`src/rtl/cmos_mode_ctrl.sv`:
```
// Camera mode controller: debounced keys cycle pending gamma/effect modes,
// committed only at frame start, followed by a frame-counted output mute.
module cmos_mode_ctrl #(
  parameter logic [19:0] DEBOUNCE_CYCLES = 20'd500000,
  parameter logic [2:0]  MUTE_FRAMES     = 3'd2
) (
  input  logic       pixel_clk,
  input  logic       rst,
  input  logic       key_gamma,
  input  logic       key_effect,
  input  logic       vs_i,
  output logic [1:0] gamma_ctrl,
  output logic [1:0] saturation_ctrl,
  output logic       mute_o,
  output logic       pending_o,
  output logic       commit_o
);

  localparam logic [1:0] S_IDLE = 2'd0;
  localparam logic [1:0] S_PEND = 2'd1;
  localparam logic [1:0] S_MUTE = 2'd2;

  // Index 0 is the gamma key, index 1 the effect key.
  logic [1:0]       key_raw;
  logic [1:0]       sync1_q, sync1_d;
  logic [1:0]       sync2_q, sync2_d;
  logic [1:0]       stb_q, stb_d;
  logic [1:0]       stb_1d_q, stb_1d_d;
  logic [1:0][19:0] cnt_q, cnt_d;
  logic [1:0]       press;

  logic [1:0] state_q, state_d;
  logic [1:0] pg_q, pg_d;
  logic [1:0] pe_q, pe_d;
  logic       dirty_q, dirty_d;
  logic [2:0] fcnt_q, fcnt_d;
  logic       vs_1d_q, vs_1d_d;
  logic [1:0] gamma_q, gamma_d;
  logic [1:0] sat_q, sat_d;
  logic       mute_q, mute_d;
  logic       commit_q, commit_d;
  logic       fs;

  assign key_raw = {key_effect, key_gamma};

  // Key path: two-flop synchronizer, stable-level debouncer, falling-edge press.
  always_comb begin
    sync1_d  = key_raw;
    sync2_d  = sync1_q;
    stb_1d_d = stb_q;
    stb_d    = stb_q;
    cnt_d    = '0;
    for (int i = 0; i < 2; i++) begin
      if (sync2_q[i] != stb_q[i]) begin
        if (cnt_q[i] == DEBOUNCE_CYCLES - 20'd1) begin
          stb_d[i] = sync2_q[i];
        end else begin
          cnt_d[i] = cnt_q[i] + 20'd1;
        end
      end
    end
    press = stb_1d_q & ~stb_q;
  end

  // Key path registers; keys idle high so the chain resets to 1.
  always_ff @(posedge pixel_clk or posedge rst) begin
    if (rst) begin
      sync1_q  <= 2'b11;
      sync2_q  <= 2'b11;
      stb_q    <= 2'b11;
      stb_1d_q <= 2'b11;
      cnt_q    <= '0;
    end else begin
      sync1_q  <= sync1_d;
      sync2_q  <= sync2_d;
      stb_q    <= stb_d;
      stb_1d_q <= stb_1d_d;
      cnt_q    <= cnt_d;
    end
  end

  // Pending modes, dirty flag and commit/mute sequencing.
  always_comb begin
    fs       = vs_i & ~vs_1d_q;
    vs_1d_d  = vs_i;
    state_d  = state_q;
    fcnt_d   = fcnt_q;
    gamma_d  = gamma_q;
    sat_d    = sat_q;
    mute_d   = mute_q;
    commit_d = 1'b0;
    pg_d     = pg_q;
    pe_d     = pe_q;
    dirty_d  = dirty_q;
    if (press[0]) begin
      pg_d = (pg_q == 2'd2) ? 2'd0 : pg_q + 2'd1;
    end
    if (press[1]) begin
      pe_d = (pe_q == 2'd2) ? 2'd0 : pe_q + 2'd1;
    end
    if (|press) begin
      dirty_d = 1'b1;
    end
    case (state_q)
      S_IDLE: begin
        if (|press) begin
          state_d = S_PEND;
        end
      end
      S_PEND: begin
        if (fs) begin
          // Commit the pre-press values; a same-cycle press stays pending.
          gamma_d  = pg_q;
          sat_d    = pe_q;
          commit_d = 1'b1;
          mute_d   = 1'b1;
          fcnt_d   = MUTE_FRAMES;
          state_d  = S_MUTE;
          if (!(|press)) begin
            dirty_d = 1'b0;
          end
        end
      end
      S_MUTE: begin
        if (fs) begin
          fcnt_d = fcnt_q - 3'd1;
          if (fcnt_q == 3'd1) begin
            mute_d  = 1'b0;
            state_d = dirty_d ? S_PEND : S_IDLE;
          end
        end
      end
      default: begin
        state_d = S_IDLE;
      end
    endcase
  end

  // Control and output registers.
  always_ff @(posedge pixel_clk or posedge rst) begin
    if (rst) begin
      state_q  <= S_IDLE;
      pg_q     <= 2'd0;
      pe_q     <= 2'd0;
      dirty_q  <= 1'b0;
      fcnt_q   <= 3'd0;
      vs_1d_q  <= 1'b0;
      gamma_q  <= 2'd0;
      sat_q    <= 2'd0;
      mute_q   <= 1'b0;
      commit_q <= 1'b0;
    end else begin
      state_q  <= state_d;
      pg_q     <= pg_d;
      pe_q     <= pe_d;
      dirty_q  <= dirty_d;
      fcnt_q   <= fcnt_d;
      vs_1d_q  <= vs_1d_d;
      gamma_q  <= gamma_d;
      sat_q    <= sat_d;
      mute_q   <= mute_d;
      commit_q <= commit_d;
    end
  end

  assign gamma_ctrl      = gamma_q;
  assign saturation_ctrl = sat_q;
  assign mute_o          = mute_q;
  assign pending_o       = dirty_q;
  assign commit_o        = commit_q;

endmodule
```
`config.mk`:
```
export PLATFORM = sky130hd
export DESIGN_NAME = cmos_mode_ctrl
export DESIGN_NICKNAME = d
export VERILOG_FILES = /design/src/rtl/cmos_mode_ctrl.sv
export SDC_FILE = /design/constraint.sdc
export NUM_CORES = 1
export LEC_CHECK = 0
export ABC_AREA = 1
export CORE_ASPECT_RATIO = 1.4
export CORE_UTILIZATION = 55
export DETAILED_ROUTE_END_ITERATION = 12
export GPL_TIMING_DRIVEN = 0
export PLACE_DENSITY = 0.75
export SYNTH_ARGS = -nofsm -noshare
export SYNTH_HDL_FRONTEND = slang
export SYNTH_SLANG_ARGS = --single-unit
```
`constraint.sdc`:
```
create_clock -name pixel_clk -period 4.95 [get_ports pixel_clk]
set_input_delay 1.485 -clock pixel_clk [delete_from_list [all_inputs] [get_ports pixel_clk]]
set_output_delay 1.485 -clock pixel_clk [all_outputs]
set_load 0.005 [all_outputs]
```
==> flow_summary.json, run 1 <==
{
  "status": "finished, final reports clean",
  "holdPathEnd": "sync2_q[0]$_DFF_PP1_",
  "tns_ns": 0,
  "p_sw_frac": 0.257,
  "crit_type": "reg -> out",
  "cp-start-kind": "flop",
  "hold_viol_final": 0,
  "synth_area_leader_cell": "dfrtp_1",
  "post_cts_resized": 0,
  "cp_max_fo": 2,
  "worstPathCellList": "clkdlybuf4s50_1",
  "n_antenna_cell": 0,
  "synth-edff-count": 0,
  "critical_path.top_delay_family": "buffers and inverters",
  "h-tree-depth": 3,
  "slowest_delay_ns": 0.50,
  "synth_top_area_share": 0.413,
  "power_frac_clock": 0.389,
  "p_leak_nw": 1.72,
  "fin_crit_ns": 2.69,
  "die_area_um2": 6610,
  "r2r_slack_ns": 3.48,
  "dpl.hpwl_um": 5130,
  "syn2layout_area_growth_pct": 12.0,
  "io_buffers": 11,
  "cts_buffer_depth": 2,
  "cts.hold.buffers_added": 0,
  "finalClockSkew_ns": 0.0142,
  "synth_common_cells": "94 x nand2_1, 86 x nor2_1, 58 x inv_1, 57 x dfrtp_1, 36 x nand3_1",
  "syn_area_per_cell_um2": 7.80,
  "grt_max_degree": 39,
  "post_cts_buffers": 0,
  "viasPerCell": 5.12,
  "ant_nets": 0,
  "instances_no_fill": 541,
  "syn_nets": 452,
  "p_switching_w": 0.000297,
  "holdCritPathClass": "reg -> reg",
  "firstDrtPassIters": 4,
  "worstReg2RegStart": "cnt_q[0]$_DFF_PP0_",
  "fin_nets": 475,
  "finalCritPeriodShare": 0.543,
  "register_area_um2": 1640,
  "gp_routability_congestion": 0.924,
  "tightest_slew_ns": 0.598,
  "yosys.cell_types.count": 28,
  "p_comb_frac": 0.105,
  "grt_setup_unrepaired": "false",
  "rr_worst_depth": 7,
  "cts_sinks": 65,
  "synth-seq-area-share": 0.473,
  "ir_drop_uv": 216,
  "worst-path-buf-inv": 1,
  "drt_first_iter_violations": 165,
  "dp.cells": 525,
  "yosysMostFrequentCell": "nand2_1",
  "die_y_um": 95.8,
  "cts_tree": "yes",
  "cp.arrival_ns": 1.20,
  "cp-end-kind": "primary output",
  "fmax_mhz": 372,
  "grt_overflow": 0,
  "io-pin-count": 12,
  "numCtsBuffers": 9,
  "synth_area_leaders": "dfrtp_1 41%, nand2_1 10%, nor2_1 9.3%, inv_1 6.3%, dfstp_2 6.1%",
  "num_vias": 2772,
  "grt_pass1_vias": 2799,
  "internal_power_w": 0.000861,
  "finalMaxSlewViolations": 0,
  "power.density_nw_per_um2": 299,
  "grt_pass1_wl_um": 11900,
  "ys_ff_latch": 65,
  "cp_slowest_cell": "clkdlybuf4s50_1",
  "async_reset_ff_frac": 1.00,
  "routedWlPerCell_um": 12.9,
  "die_width_um": 69.0,
  "hold_path_depth": 0,
  "setup_violations": 0,
  "min_from": "sync1_q[0]$_DFF_PP1_",
  "power_frac_seq": 0.506,
  "layout-drive-gt1-share": 0.136,
  "rows": 33,
  "clockRootBuffer": "clkbuf_8",
  "synthFlopType": "dfrtp_1",
  "grt_antenna_before_repair": 0,
  "netlist_area_um2": 3460,
  "fill_cells": 506,
  "crit_required_ns": 3.46,
  "grt_util_all_layers": 0.229,
  "slew_headroom": 0.601,
  "path_clk_slew_ns": 0.08,
  "synth_cells": 443,
  "coreArea_um2": 5950,
  "yosys_warnings": 0,
  "start_util": 0.581,
  "clk_latency_ns": 0.34,
  "multi_input_area_um2": 1580,
  "worstReg2RegEnd": "cnt_q[18]$_DFF_PP0_",
  "remaining_drc_errors": 0,
  "drv_cap": 0,
  "wl_um": 6980
}
-- layout by cell type, fill, tap and decap left out, types with 4 or more instances in the layout --
master	n
xor2_1	11
nor3_1	6
xnor2_1	7
nand3_1	36
clkdlybuf4s50_1	11
nor2_2	15
nand2_2	9
nor2_4	7
nand4_1	5
a21oi_1	7
clkbuf_8	10
o21ai_0	14
nand2_1	94
nor2_1	86
dfstp_2	8
dfrtp_1	57
ha_1	4
inv_1	57
-- power by group through the flow --
stage	sequential [W]	combinational [W]	clock [W]
6_report	0.000586	0.000122	0.000451
5_1_grt	0.000589	0.000142	0.000484
4_1_cts	0.000585	0.000126	0.000467
3_5_place_dp	0.000595	0.000124	0
3_3_place_gp	0.000594	0.000115	0
2_1_floorplan	0.000591	0.0000791	0
-- kinds of logic after synthesis --
group / after synthesis / share of synthesized area
buffers and inverters: 62 / 0.0684
flip-flops: 65 / 0.473
AND/OR/NAND/NOR: 267 / 0.353
XOR/XNOR: 19 / 0.0503
AO/OA/AOI/OAI: 26 / 0.0402
adder cells (fa/ha/maj): 4 / 0.0145
-- sequential cells by signal (all words and copies together), names as in the netlist --
name / count
cnt_q: 40
commit_o: 1
fcnt_q: 3
gamma_ctrl: 2
mute_o: 1
pe_q: 2
pending_o: 1
pg_q: 2
saturation_ctrl: 2
state_q: 2
stb_1d_d: 2
stb_1d_q: 2
sync1_q: 2
sync2_q: 2
vs_1d_q: 1
-- area by class of cell --
cell class	instances	area share
Buffer	3	0.00388
Clock buffer	11	0.0365
Clock inverter	5	0.0145
Inverter	59	0.0572
Multi-Input combinational cell	316	0.409
Sequential cell	65	0.423
Tap cell	70	0.0226
Timing Repair Buffer	12	0.0336
-- stage by stage --
stage	util	worst slack [ns]	hold slack [ns]	area [um2]	total power (W)
finish	0.651	2.26	0.358	3870	0.00116
global route	0.651	2.20	0.362	3870	0.00122
global placement	0.615	0.805	0.345	3650	0.000708
CTS	0.651	2.23	0.359	3870	0.00118
detailed placement	0.618	2.09	0.348	3670	0.000720
floorplan	-	1.85	0.345	3460	0.000670
-- worst max-delay path by stage --
| stage | from | endpoint | slack [ns] | cells after the start |
|---|---|---|---|---|
| global placement | rst | cnt_q[33]$_DFF_PP0_ | 0.81 | 2 |
| finish | pending_o$_DFF_PP0_ | pending_o | 2.26 | 1 |
| detailed placement | vs_i | saturation_ctrl[1]$_DFFE_PP0P_ | 2.09 | 7 |
| global route | pending_o$_DFF_PP0_ | pending_o | 2.20 | 1 |
| floorplan | rst | cnt_q[0]$_DFF_PP0_ | 1.85 | 1 |
| CTS | pending_o$_DFF_PP0_ | pending_o | 2.23 | 1 |
-- per-layer routing --
| metal | part of all wire | vias up | global-route usage |
|---|---|---|---|
| met5 | 0 | - | 0 |
| met4 | 0.020 | 0 | 0.122 |
| met3 | 0.021 | 12 | 0.0482 |
| met2 | 0.55 | 29 | 0.434 |
| met1 | 0.41 | 1315 | 0.236 |
| li1 | - | 1416 | - |
Note: power is estimated with default switching activity, not from simulation.
==> run 2: changes to the inputs <==
==> constraint.sdc (replaced) <==
create_clock -name pixel_clk -period 2.6 [get_ports pixel_clk]
set_input_delay 0.78 -clock pixel_clk [delete_from_list [all_inputs] [get_ports pixel_clk]]
set_output_delay 0.78 -clock pixel_clk [all_outputs]
set_load 0.005 [all_outputs]
==> results of run 2 <==
The final DEF is identical to that of run 1. Status: finished, final reports clean.
Among the figures that moved: setup slack after placement 2.09 ns -> 0.445 ns; setup slack after layout 2.26 ns -> 0.618 ns; register-to-register setup slack 3.48 ns -> 1.13 ns; total power 0.00116 W -> 0.00220 W; worst IR drop on VDD 216 uV -> 411 uV
==> run 3: changes to the inputs <==
--- a/config.mk
+++ b/config.mk
@@ -10,7 +10,7 @@
 export CORE_UTILIZATION = 55
 export DETAILED_ROUTE_END_ITERATION = 12
 export GPL_TIMING_DRIVEN = 0
-export PLACE_DENSITY = 0.75
+export PLACE_DENSITY = 0.78
 export SYNTH_ARGS = -nofsm -noshare
 export SYNTH_HDL_FRONTEND = slang
 export SYNTH_SLANG_ARGS = --single-unit
==> constraint.sdc (replaced) <==
create_clock -name pixel_clk -period 1.69 [get_ports pixel_clk]
set_input_delay 0.507 -clock pixel_clk [delete_from_list [all_inputs] [get_ports pixel_clk]]
set_output_delay 0.507 -clock pixel_clk [all_outputs]
set_load 0.005 [all_outputs]
==> run 3 against run 2 <==
  * Hold slack about the same
  * Final cell count increased by 0.37%
  * Clock power increased by 41%
  * Sequential cell count did not move
  * Cell area hardly changed
  * Register-to-register slack worse by 0.89 ns
  * Critical path depth stayed put
  * Die area unchanged
  * Core utilization hardly changed
  * Count of clock-buffer cells in the layout is the same
  * Sequential power increased by 54%
  * First-iteration DRC count decreased by 12%
  * Critical endpoint is now gamma_ctrl[0]
  * Largest power group unchanged
  * Highest routed layer unchanged
==> flow_summary.json, run 3 (same netlist as run 1, synthesis figures left out) <==
{
  "gp_routability_congestion": 0.891,
  "cp-start-kind": "flop",
  "hold_viol_final": 0,
  "cp_max_fo": 2,
  "worstReg2RegStart": "stb_1d_d[0]$_DFFE_PP1P_",
  "rr_worst_depth": 4,
  "mostFrequentLayoutCells": "94 x nand2_1, 85 x nor2_1, 57 x inv_1, 57 x dfrtp_1, 36 x nand3_1",
  "die_width_um": 69.0,
  "io-pin-count": 12,
  "cp.arrival_ns": 1.00,
  "fmax_mhz": 663,
  "hold_path_depth": 0,
  "viasPerCell": 5.18,
  "dp.cells": 524,
  "worstPathCellList": "dlygate4sd2_1",
  "slew_headroom": 0.599,
  "io_buffers": 11,
  "slowest_delay_ns": 0.38,
  "status": "finished, final reports clean",
  "clk_latency_ns": 0.35,
  "n_antenna_cell": 0,
  "largest_register_ff_count": 40,
  "grt_antenna_before_repair": 0,
  "numCtsBuffers": 9,
  "finalMaxSlewViolations": 0,
  "crit_cells": 1,
  "die_y_um": 95.8,
  "setup_violations": 0,
  "grt_max_degree": 66,
  "holdCritPathClass": "reg -> reg",
  "tightest_slew_ns": 0.600,
  "fin_crit_ns": 1.51,
  "ant_nets": 0,
  "wl_um": 6990,
  "reg.largest.list": "cnt_q x40, fcnt_q x3",
  "cts_tree": "yes",
  "worstReg2RegEnd": "cnt_q[7]$_DFF_PP0_",
  "coreArea_um2": 5950,
  "fill_cells": 522,
  "p_total_w": 0.00330,
  "holdPathEnd": "sync2_q[1]$_DFF_PP1_",
  "critical_path.top_delay_family": "flip-flops",
  "layout-drive-gt1-share": 0.142,
  "fin_area_um2": 3870,
  "drv_cap": 0,
  "finalCritPeriodShare": 0.893,
  "grt_overflow": 0,
  "grt_setup_unrepaired": "false",
  "ir_drop_uv": 725,
  "routedWlPerCell_um": 12.9,
  "h-tree-depth": 3,
  "crit_required_ns": 1.18,
  "dpl.hpwl_um": 5120,
  "rows": 33,
  "grt_util_all_layers": 0.240,
  "layout_commonest_cell": "nand2_1",
  "num_vias": 2811,
  "r2r_slack_ns": 0.24,
  "worst-path-buf-inv": 1,
  "syn2layout_area_growth_pct": 11.9,
  "finalClockSkew_ns": 0.0100,
  "clockRootBuffer": "clkbuf_8",
  "power.density_nw_per_um2": 853,
  "instances_no_fill": 543,
  "cts.hold.buffers_added": 0,
  "remaining_drc_errors": 0,
  "grt_pass1_vias": 2915,
  "firstDrtPassIters": 4,
  "start_util": 0.581,
  "drt_first_iter_violations": 145,
  "die_area_um2": 6610,
  "fin_nets": 477,
  "cp_slowest_cell": "dfrtp_1",
  "postPlaceCellArea_um2": 3660,
  "whs_ns": 0.358,
  "cts_buffer_depth": 2,
  "crit_type": "reg -> out",
  "p_leak_nw": 1.75,
  "cp-end-kind": "primary output",
  "min_from": "sync1_q[1]$_DFF_PP1_",
  "utilization": 0.651,
  "grt_pass1_wl_um": 12400,
  "path_clk_slew_ns": 0.08,
  "cts_sinks": 65,
  "top_register": "cnt_q"
}
-- run 3: cell count changes in the layout (fill, tap and decap cells not counted) --
cell / before / now
clkdlybuf4s50_1: 11 / 4
dlygate4sd2_1: 0 / 7
buf_4: 0 / 2
clkinv_2: 2 / 0
clkinv_4: 1 / 3
clkinvlp_4: 1 / 3
bufinv_16: 1 / 0
inv_2: 2 / 1
nor2_1: 86 / 85
nor2_2: 15 / 16
-- run 3: layout make-up --
class	instances	area [um2]	area share
sequential	65	1640	0.423
multi-input combinational	316	1590	0.410
inverter	59	225	0.0582
clock buffer	11	141	0.0365
timing repair buffer	14	136	0.0352
tap	70	87.6	0.0226
clock inverter	5	41.3	0.0107
buffer	3	15.0	0.00388
-- run 3: worst register-to-register path, stage by stage (launching register included) --
cell and delay (ns):
dfstp_2 0.57, xor2_1 0.28, inv_1 0.17, buf_2 0.23, nor2_1 0.13
-- run 3: how the worst max path moves through the flow --
stage | startpoint | to
2_1_floorplan | cnt_q[0]$_DFF_PP0_ | cnt_q[10]$_DFF_PP0_
3_3_place_gp | rst | cnt_q[16]$_DFF_PP0_
3_5_place_dp | rst | cnt_q[13]$_DFF_PP0_
4_1_cts | rst | cnt_q[2]$_DFF_PP0_
5_1_grt | vs_i | fcnt_q[2]$_DFFE_PP0P_
6_report | gamma_ctrl[0]$_DFFE_PP0P_ | gamma_ctrl[0]
-- run 3: timing repair --
action,4_1_cts,5_1_grt
buffers inserted,2,0
endpoints found under the hold margin,0,0
setup endpoints to repair,7,1
resized for setup,7,1
-- run 3: per-layer routing --
metal / vias to the layer above / part of all wire / track usage / routed length (um)
met4: 0 / 0.029 / 0.136 / 202
met1: 1336 / 0.40 / 0.248 / 2820
met5: - / 0 / 0 / 0
met3: 18 / 0.021 / 0.0408 / 144
met2: 34 / 0.55 / 0.457 / 3820
li1: 1423 / - / - / -
-- run 3: power breakdown --
part	total (W)	internal [W]	leakage, nW	switching, W
registers	0.00171	0.00165	0.863	0.0000633
logic	0.000376	0.000158	0.797	0.000218
clock network	0.00121	0.000579	0.0857	0.000631
total	0.00330	0.00239	1.75	0.000913
-- run 3: per-stage QoR --
| step | worst slack [ns] | TNS, ns |
|---|---|---|
| 2_1_floorplan | 0.423 | 0 |
| 6_report | 0.181 | 0 |
| 3_3_place_gp | -0.317 | -19.69 |
| 5_1_grt | 0.0692 | 0 |
| 3_5_place_dp | -0.333 | -21.33 |
| 4_1_cts | 0.0508 | 0 |
